**src/rtl/mux_scan_pkg.sv**
```systemverilog
// mux_scan_pkg: state encodings and channel geometry shared by the 8:1 mux scanner files.
package mux_scan_pkg;
  typedef enum logic [1:0] {
    IDLE   = 2'd0,
    SETTLE = 2'd1,
    SAMPLE = 2'd2,
    DONE   = 2'd3
  } state_t;
  localparam int NUM_CH = 8;
  localparam int SEL_W  = 3;
endpackage

```
**src/rtl/mux_scan_settle_cnt.sv**
```systemverilog
// mux_scan_settle_cnt: settle-time counter; o_tc marks the last cycle of the settle window.
// Ports: clk, rst_n (async active-low), i_clr (sync clear, wins over i_en),
//        i_en (count this cycle), o_tc (high on the SETTLE_CYCLES-th enabled cycle).
module mux_scan_settle_cnt #(
  parameter int SETTLE_CYCLES = 2,
  parameter int CNT_W         = 8
) (
  input  logic clk,
  input  logic rst_n,
  input  logic i_clr,
  input  logic i_en,
  output logic o_tc
);
  logic [CNT_W-1:0] r_cnt;
  always_ff @(posedge clk or negedge rst_n) begin
    if (!rst_n) r_cnt <= '0;
    else if (i_clr) r_cnt <= '0;
    else if (i_en) r_cnt <= r_cnt + CNT_W'(1);
  end
  // r_cnt counts completed settle cycles, so SETTLE_CYCLES-1 means this is the final one
  assign o_tc = i_en && (r_cnt == CNT_W'(SETTLE_CYCLES - 1));
endmodule

```
**src/rtl/mux_8_1_scanner.sv**
```systemverilog
// mux_8_1_scanner: steps an 8:1 mux through all channels, samples each and returns one byte.
// Ports: clk, rst_n (async active-low), start (begin scan), abort (cancel),
//        mux_out (sampled mux output), S2..S0 (mux select), busy (scan in progress),
//        data_out/data_valid/data_ready (assembled word with valid/ready handshake).
module mux_8_1_scanner
  import mux_scan_pkg::*;
#(
  parameter int SETTLE_CYCLES = 2,
  parameter int CNT_W         = 8
) (
  input  logic       clk,
  input  logic       rst_n,
  input  logic       start,
  input  logic       abort,
  input  logic       mux_out,
  output logic       S0,
  output logic       S1,
  output logic       S2,
  output logic       busy,
  output logic [7:0] data_out,
  output logic       data_valid,
  input  logic       data_ready
);
  state_t             r_state;
  logic [SEL_W-1:0]   r_ch;
  logic [NUM_CH-1:0]  r_shadow;
  logic [7:0]         r_data;
  logic               r_valid;
  logic               r_busy;
  logic               w_tc;
  logic               w_in_settle;
  assign w_in_settle = (r_state == SETTLE);
  mux_scan_settle_cnt #(
    .SETTLE_CYCLES(SETTLE_CYCLES),
    .CNT_W        (CNT_W)
  ) u_cnt (
    .clk  (clk),
    .rst_n(rst_n),
    .i_clr(!w_in_settle),
    .i_en (w_in_settle),
    .o_tc (w_tc)
  );
  always_ff @(posedge clk or negedge rst_n) begin
    if (!rst_n) begin
      r_state  <= IDLE;
      r_ch     <= '0;
      r_shadow <= '0;
      r_data   <= '0;
      r_valid  <= 1'b0;
      r_busy   <= 1'b0;
    end else if (abort) begin
      // partial samples are dropped and data_out keeps the last completed word
      r_state  <= IDLE;
      r_ch     <= '0;
      r_shadow <= '0;
      r_valid  <= 1'b0;
      r_busy   <= 1'b0;
    end else begin
      case (r_state)
        IDLE: if (start) begin
          r_state  <= SETTLE;
          r_ch     <= '0;
          r_shadow <= '0;
          r_busy   <= 1'b1;
        end
        SETTLE: if (w_tc) r_state <= SAMPLE;
        SAMPLE: begin
          r_shadow[r_ch] <= mux_out;
          if (r_ch == SEL_W'(NUM_CH - 1)) begin
            // channel 7 goes straight into the word; shadow only holds 0..6 here
            r_data  <= {mux_out, r_shadow[NUM_CH-2:0]};
            r_valid <= 1'b1;
            r_busy  <= 1'b0;
            r_ch    <= '0;
            r_state <= DONE;
          end else begin
            r_ch    <= r_ch + SEL_W'(1);
            r_state <= SETTLE;
          end
        end
        DONE: if (data_ready) begin
          r_valid  <= 1'b0;
          r_busy   <= start;
          r_ch     <= '0;
          r_shadow <= '0;
          r_state  <= start ? SETTLE : IDLE;
        end
      endcase
    end
  end
  assign {S2, S1, S0} = r_ch;
  assign busy         = r_busy;
  assign data_out     = r_data;
  assign data_valid   = r_valid;
endmodule

```
**config.mk**
```make
export PLATFORM = sky130hd
export DESIGN_NAME = mux_8_1_scanner
export DESIGN_NICKNAME = d
export VERILOG_FILES = /design/src/rtl/mux_scan_pkg.sv /design/src/rtl/mux_scan_settle_cnt.sv /design/src/rtl/mux_8_1_scanner.sv
export SDC_FILE = /design/constraint.sdc
export NUM_CORES = 1
export LEC_CHECK = 0
export ABC_AREA = 1
export CORE_MARGIN = 4
export CORE_UTILIZATION = 55
export DETAILED_ROUTE_END_ITERATION = 8
export GPL_TIMING_DRIVEN = 0
export HOLD_SLACK_MARGIN = 0.1
export PLACE_DENSITY = 0.81
export SETUP_SLACK_MARGIN = 0.1
export SYNTH_ARGS = -nofsm -noshare
export SYNTH_HDL_FRONTEND = slang
export SYNTH_HIERARCHICAL = 1
export SYNTH_SLANG_ARGS = --single-unit
```
**constraint.sdc**
```tcl
create_clock -name clk -period 1.7 [get_ports clk]
set_input_delay 0.425 -clock clk [delete_from_list [all_inputs] [get_ports clk]]
set_output_delay 0.425 -clock clk [all_outputs]
set_load 0.02 [all_outputs]
```
**Yosys cells after proc, flatten, opt, wreduce, memory -nomap -nowiden**

Cells that the tools add are included.

- Word-level logic and storage cells: 60
- Memory bits (read-only): 0
- Memory bits (writable): 0
- Memories: 0
- Bits of input ports: 6
- Bits in latches: 0
- Register bits after elaboration: 31

- Equal/unequal tests: 9
- Multiply operators: 0
- Magnitude comparators: 2
- Reductions and logical operators: 10
- Multiplexer cells: 29
- Add/sub/neg operators: 2
- Shift operators: 0
- Div/mod/pow operators: 0
- Bitwise operators: 1

Operators with widths:

| cell | number |
|---|---|
| $mux W8 | 4 |
| $pmux W8 S3 | 1 |
| $mux W3 | 4 |
| $ne A3 B3 Y1 const B | 4 |
| $reduce_and A3 Y1 | 4 |
| $mux W2 | 5 |
| $mux W1 | 9 |
| $pmux W3 S3 | 1 |
| $add A8 B1 Y8 const B | 1 |
| $bwmux W8 | 1 |
| $eq A8 B1 Y1 const B | 1 |
| $pmux W2 S4 | 1 |
| $eq A2 B2 Y1 const B | 2 |
| $lt A3 B4 Y1 const B | 1 |
| $reduce_and A4 Y1 | 1 |
| $reduce_bool A4 Y1 | 1 |
| $add A3 B1 Y3 const B | 1 |
| $demux W1 S3 | 1 |
| $eq A3 B3 Y1 const B | 1 |
| $ge A3 B1 Y1 const B | 1 |
| $pmux W1 S3 | 1 |
| $reduce_bool A3 Y1 | 1 |
| $eq A2 B1 Y1 const B | 1 |
| $logic_and A1 B1 Y1 | 2 |
| 3 further kinds | 3 |

**Logic depth before layout (Yosys ltp)**

Gate-level depths: netlist (run 1).

- Depth in word-level cells: 7
- Depth in mapped cells: 12
- Gate-level depth less buffers: 11

**By module**

The synthesis (run 1) kept the hierarchy.

Modules (own cells, without submodules):

| module | cells an instance | area an instance (sq um) | times used |
|---|---|---|---|
| mux_8_1_scanner | 153 | 1181.1 | 1 |
| mux_scan_settle_cnt | 61 | 455.4 | 1 |

**Worst setup path before layout (run 1)**

No wires, ideal clock.

- Path kind: register to register
- Start point: register r_state[1]
- End point: register r_state[0]
- Data arrival time: 1398 ps
- Clock period less this slack: 1522 ps
- Data required time: 1577 ps
- Setup slack: 178 ps
- Stages on the path, launching flop included: 11
- Path through: dfrtp_1 inv_1 nand2_1 inv_1 buf_2 nand3_1 nor4_1 nor2_1 nand2_1 and2_4 a21oi_2

- Word-level cells in the longest chain between the ends: 4
- Elaborated cells on any way between the ends: 11

RTL lines:

| item | line | RTL |
|---|---|---|
| start: declaration | mux_8_1_scanner.sv:24 | `state_t r_state;` |
| start signal: assignment | mux_8_1_scanner.sv:86 | `r_state <= start ? SETTLE : IDLE;` |
| $eq A2 B1 Y1 | mux_8_1_scanner.sv:32 | `assign w_in_settle = (r_state == SETTLE);` |
| net w_in_settle | mux_8_1_scanner.sv:31 | `logic w_in_settle;` |
| $logic_and A1 B1 Y1 | mux_scan_settle_cnt.sv:21 | `assign o_tc = i_en && (r_cnt == CNT_W'(SETTLE_CYCLES - 1));` |
| net w_tc | mux_8_1_scanner.sv:30 | `logic w_tc;` |
| $ne A3 B3 Y1 (no line) | - |  |
| $reduce_and A3 Y1 (no line) | - |  |

The timed path passes the listed nets, and every way through them passes these cells.
A chain may end at the register's enable or synchronous reset.

**Worst setup path in the final report (run 1)**

- Start point: register r_ch[2]
- End point: output S2

RTL lines:

| item | line | RTL |
|---|---|---|
| start: declaration | mux_8_1_scanner.sv:25 | `logic [SEL_W-1:0] r_ch;` |
| start signal: assignment | mux_8_1_scanner.sv:77 | `r_ch <= r_ch + SEL_W'(1);` |
| end: declaration | mux_8_1_scanner.sv:18 | `output logic S2,` |

No word-level cell between the ends.

==> results_dict.tcl, run 1 <==
set metrics [dict create \
    status "finished clean" \
    drive_above_1_share 0.172 \
    p_per_area_nw_per_um2 1080 \
    cts_tree "built" \
    grt_pass1_vias 1338 \
    slowest_delay_ns 0.46 \
    die_y_um 62.6 \
    period_share 0.913 \
    initial_core_util 0.583 \
    rows 19 \
    path_cells "dlygate4sd2_1" \
    arrival_ns 1.13 \
    grt_use_met3 0.0432 \
    slew_violations 0 \
    cp.required_ns 1.27 \
    syn-num-nets 225 \
    clock_sinks 30 \
    antenna_found_initial 0 \
    post_drt_wl_per_cell_um 12.9 \
    cts_max_path_buffers 2 \
    vias_per_cell 5.32 \
    drt_first_pass_iters 4 \
    yosys_register_bits 30 \
    cp-start-kind "flip-flop" \
    root_buffer "clkbuf_4" \
    gp_congestion 0.856 \
    path_buf_inv 1 \
    place_area_um2 1850 \
    dp_hpwl_um 2300 \
    global_route.usage.met1 0.244 \
    grt_pass1_wl_um 5870 \
    ff2ff_path_depth 7 \
    crit_type "flip-flop to output port" \
    fin_util 0.709 \
    avgSynthCellArea_um2 7.65 \
    r2r_slack_ns 0.18 \
    synth.distinct_cells 28 \
    io_pins 19 \
    finalSetupViolCount 0 \
    cap_violations 0 \
    finalHoldViolCount 0 \
    syn_to_final_growth_pct 21.6 \
    synth_common_cells "71 x nand2_1, 31 x nand3_1, 30 x dfrtp_1" \
    ys_seq_area_frac 0.459 \
    max_freq_mhz 644 \
    coreArea_um2 2810 \
    synth_largest_area_cell "dfrtp_1" \
    syn_inst 214 \
    met2_usage 0.302 \
    synth_edf_count 0 \
    io_buffers 17 \
    drt.antenna.violating_nets 0 \
    fin_nets 254 \
    path_clk_slew_ns 0.09 \
    cts_buffers 5 \
    synthFlopType "dfrtp_1" \
    synth_top_area_share 0.459 \
    grt.overflow.total 0 \
    fin_skew_ns 0.00561 \
    tns_ns 0 \
    drt_iter0_markers 54 \
    grt_max_degree 31 \
    die_area_um2 3910 \
    syn_area_um2 1640 \
    insertion_delay_ns 0.33 \
    via_count 1464 \
    slew-limit-headroom 0.562 \
    grt_usage 0.188 \
    rsz0062_at_grt "no" \
    whs_ns 0.115 \
    period_minus_slack_ns 1.55 \
    stdcell_area_um2 1990 \
    crit_path_end_kind "output port" \
    rr_endpoint "r_state[1]$_DFFE_PN0P_" \
    grt-busiest-layer "met2" \
    p_total_uw 2150 \
    yosysMostFrequentCell "nand2_1" \
    p_leak_uw 0.00118 \
    crit_family "flip-flops" \
    chipWidth_um 62.6 \
    ir_drop_mv 0.824 \
    critPathMaxFanout 7 \
    ys_top_cells_by_area "dfrtp_1 46%, nand2_1 16%, nand3_1 9.5%" \
    r2r_start "r_ch[0]$_DFFE_PN0P_" \
    tightest_slew_ns 0.658 \
    routed_wirelength_um 3540 \
    min_path_type "input pin to async pin" \
    slowest_stage "dfrtp_2" \
    route.detailed.drc 0 \
    htree_num_levels 2 \
    antennaDiodeCount 0 \
    synth_warnings 6 \
    async_flop_share 1.00 \
]
==> placed cells by master (no fill, tap or decap), drive strengths merged, types with 3 or more instances in the layout <==
master and instances:
ha 5, clkbuf 10, nor3 3, a21oi 4, nor2 19, dlygate4sd2 11, dfrtp 30, nand2 73
buf 10, inv 31, clkdlybuf4s50 3, o21ai 6, nand3 31
==> worst max-delay path by stage <==
stage	startpoint	to	slack, ns	depth (start not counted)
3_5_place_dp	rst_n	data_out[2]$_DFFE_PN0P_	-0.33	1
6_report	r_ch[2]$_DFFE_PN0P_	S2	0.15	1
3_3_place_gp	rst_n	r_shadow[0]$_DFFE_PN0P_	-0.33	1
4_1_cts	r_ch[0]$_DFFE_PN0P_	S0	0.05	1
5_1_grt	r_ch[1]$_DFFE_PN0P_	S1	0.10	1
2_1_floorplan	r_state[1]$_DFFE_PN0P_	r_state[0]$_DFFE_PN0P_	0.18	10
==> repair_timing <==
| action | 4_1_cts | 5_1_grt |
|---|---|---|
| resized for setup | 18 | 15 |
| setup endpoints to repair | 53 | 9 |
| pin swaps | 0 | 3 |
| cloned | 0 | 0 |
| hold buffers | 0 | 0 |
| endpoints found under the hold margin | 0 | 0 |
| setup buffers | 1 | 4 |
==> final cells by class <==
cell class	count	area (um^2)
fillers	238	816
multi-input cells	148	773
flip-flops and latches	30	754
repair buffers	22	184
inverters	31	116
clock buffers	8	78.8
plain buffers	5	43.8
well taps	31	38.8
==> flip-flops by register name, indices dropped and copies added, names as in the netlist <==
name / flops
r_shadow: 7
data_valid: 1
r_ch: 3
busy: 1
r_state: 2
data_out: 8
u_cnt/r_cnt: 8
==> through the flow <==
step	setup slack, ns	std cells
CTS	0.0472	271
finish	0.148	275
floorplan	0.178	214
detailed placement	-0.333	262
global route	0.105	275
global placement	-0.328	262
==> power breakdown <==
part           internal (uW)  leakage, uW  total [uW]  switching (uW)
Combinational            313     0.000726         757             443
Clock                    282    0.0000446         528             246
Sequential               776     0.000409         861            84.6
Total                   1370      0.00118        2150             774
==> cells by family (layout without fill, tap and decap cells) <==
logic type | after synthesis | count (layout) | share of synthesized area
simple gates | 130 | 130 | 0.360
compound gates | 12 | 12 | 0.0443
fa+ha+maj | 5 | 5 | 0.0382
flops | 30 | 30 | 0.459
xor+xnor | 1 | 1 | 0.00535
buf+inv | 36 | 66 | 0.0933
==> per-layer routing <==
metal  up-vias  routed length [um]  part of all wire
met5         -                   0                 0
met4         0                  47             0.013
met3         6                 152             0.043
met2        35                1710              0.48
met1       691                1630              0.46
li1        732                   -                 -
Note: power is estimated with default switching activity, not from simulation.
==> run 2, diff against run 1 <==
- CTS_CLUSTER_DIAMETER: default -> 60
==> results of run 2 <==
Same layout as run 1: the final DEF is identical, and so are final timing and power.
==> run 3, diff against run 2 <==
- RECOVER_POWER: default -> 100
==> run 3 against run 2 <==
  * Final area down 0.94%
  * Combinational power down 4.9%
  * Count of clock-buffer cells in the layout did not move
  * Cell count stayed put
  * Power shrank 1.9%
  * Global-route usage did not move
  * Sequential share of layout area is 0.17 points higher
  * Critical endpoint unchanged
  * Largest cell class unchanged
==> results_dict.tcl, run 3 (same netlist as run 1, synthesis figures left out) <==
set metrics [dict create \
    status "finished clean" \
    syn_to_final_growth_pct 20.4 \
    cp-start-kind "flip-flop" \
    vias_per_cell 5.29 \
    path_cells "dlygate4sd2_1" \
    via_count 1456 \
    worst_slack_ns 0.103 \
    die_y_um 62.6 \
    post_drt_wl_per_cell_um 12.8 \
    htree_num_levels 2 \
    clock_sinks 30 \
    drt_first_pass_iters 4 \
    fin_nets 254 \
    power_switching_uw 757 \
    cts_buffers 5 \
    antennaDiodeCount 0 \
    insertion_delay_ns 0.33 \
    die_area_um2 3910 \
    period_share 0.939 \
    grt_pass1_vias 1338 \
    p_leak_uw 0.00118 \
    slowest_delay_ns 0.48 \
    nFillCells 246 \
    slowest_stage "dfrtp_1" \
    dpl_worst_slack_ns -0.333 \
    r2r_slack_ns 0.14 \
    cp.required_ns 1.27 \
    drive_above_1_share 0.139 \
    grt.overflow.total 0 \
    root_buffer "clkbuf_4" \
    layout_common_cells "71 x nand2_1, 30 x nand3_1, 30 x dfrtp_1" \
    chipWidth_um 62.6 \
    rows 19 \
    slew-limit-headroom 0.507 \
    multiInputGateArea_um2 763 \
    cts_tree "built" \
    grt_pass1_wl_um 5870 \
    pwr-share-comb 0.342 \
    p_total_uw 2110 \
    path_clk_slew_ns 0.09 \
    route.detailed.drc 0 \
    fin_skew_ns 0.00564 \
    critPathMaxFanout 7 \
    cap_violations 0 \
    gp_congestion 0.856 \
    antenna_found_initial 0 \
    grt_max_degree 31 \
    arrival_ns 1.17 \
    tightest_slew_ns 0.739 \
    coreArea_um2 2810 \
    max_freq_mhz 626 \
    dp_hpwl_um 2300 \
    drt.antenna.violating_nets 0 \
    ir_drop_mv 0.822 \
    crit_path_end_kind "output port" \
    crit_family "flip-flops" \
    finalHoldViolCount 0 \
    period_minus_slack_ns 1.60 \
    slew_violations 0 \
    path_buf_inv 1 \
    p_per_area_nw_per_um2 1070 \
    initial_core_util 0.583 \
    seq_power_share 0.405 \
    min_path_type "input pin to async pin" \
    tns_ns 0 \
    clkPwrFrac 0.253 \
    grt_usage 0.188 \
    finalSetupViolCount 0 \
    crit_type "flip-flop to output port" \
    rsz0062_at_grt "no" \
    io_buffers 17 \
    internal_power_uw 1350 \
    mostFrequentLayoutCell "nand2_1" \
    routed_wirelength_um 3520 \
    swShare 0.360 \
    cts_max_path_buffers 2 \
    register_area_um2 751 \
    drt_iter0_markers 43 \
    holdBufCountCts 0 \
    io_pins 19 \
]
[run 3: changes by cell type in the layout (fill, tap and decap cells not counted), sizes merged]
cell | before | now
dlygate4sd3 | 0 | 1
clkdlybuf4s15 | 1 | 0
dlygate4sd2 | 11 | 12
buf | 10 | 8
clkbuf | 10 | 12
clkdlybuf4s50 | 3 | 2
[run 3: power groups by stage]
stage | combinational [uW] | clock [uW] | sequential, uW
floorplan | 442 | 0 | 873
global placement | 603 | 0 | 862
detailed placement | 616 | 0 | 864
CTS | 634 | 539 | 842
global route | 805 | 573 | 862
finish | 720 | 532 | 853
[run 3: worst paths after layout]
check,cells past startpoint,end,startpoint
max,1,S2,r_ch[2]$_DFFE_PN0P_
max reg2reg,7,r_state[1]$_DFFE_PN0P_,r_ch[0]$_DFFE_PN0P_
max in group asynchronous,1,data_valid$_DFFE_PN0P_,rst_n
min in group clk,4,r_shadow[3]$_DFFE_PN0P_,abort
min,1,u_cnt/r_cnt[6]$_DFFE_PN0P_,rst_n
min reg2reg,2,data_out[1]$_DFFE_PN0P_,data_out[1]$_DFFE_PN0P_
[run 3: layout make-up]
type,instances,share of cell area
buffer,5,0.0222
clock buffer,8,0.0400
inverter,31,0.0590
multi-input combinational,148,0.387
sequential,30,0.381
tap,31,0.0197
timing repair buffer,22,0.0908
[run 3: per-stage QoR]
stage,instance area (um^2),cells,utilization,hold WS [ns]
after floorplan,1640,214,-,0.129
after detailed placement,1850,262,0.658,0.458
after global routing,1970,275,0.702,0.197
final,1970,275,0.702,0.137
after CTS,1930,271,0.688,0.455
after global placement,1850,262,0.658,0.454
[run 3: routing by layer]
metal	up-vias	wire, um	track usage	part of all wire
li1	729	-	-	-
met1	680	1570	0.244	0.45
met2	38	1710	0.302	0.49
met3	9	188	0.0432	0.053
met4	0	54	0.0744	0.015
met5	-	0	0	0
[run 3: repair_timing]
action / CTS / global route
pin swaps: 0 / 3
setup buffers: 1 / 4
gates resized for setup: 18 / 15
setup endpoints to repair: 53 / 9
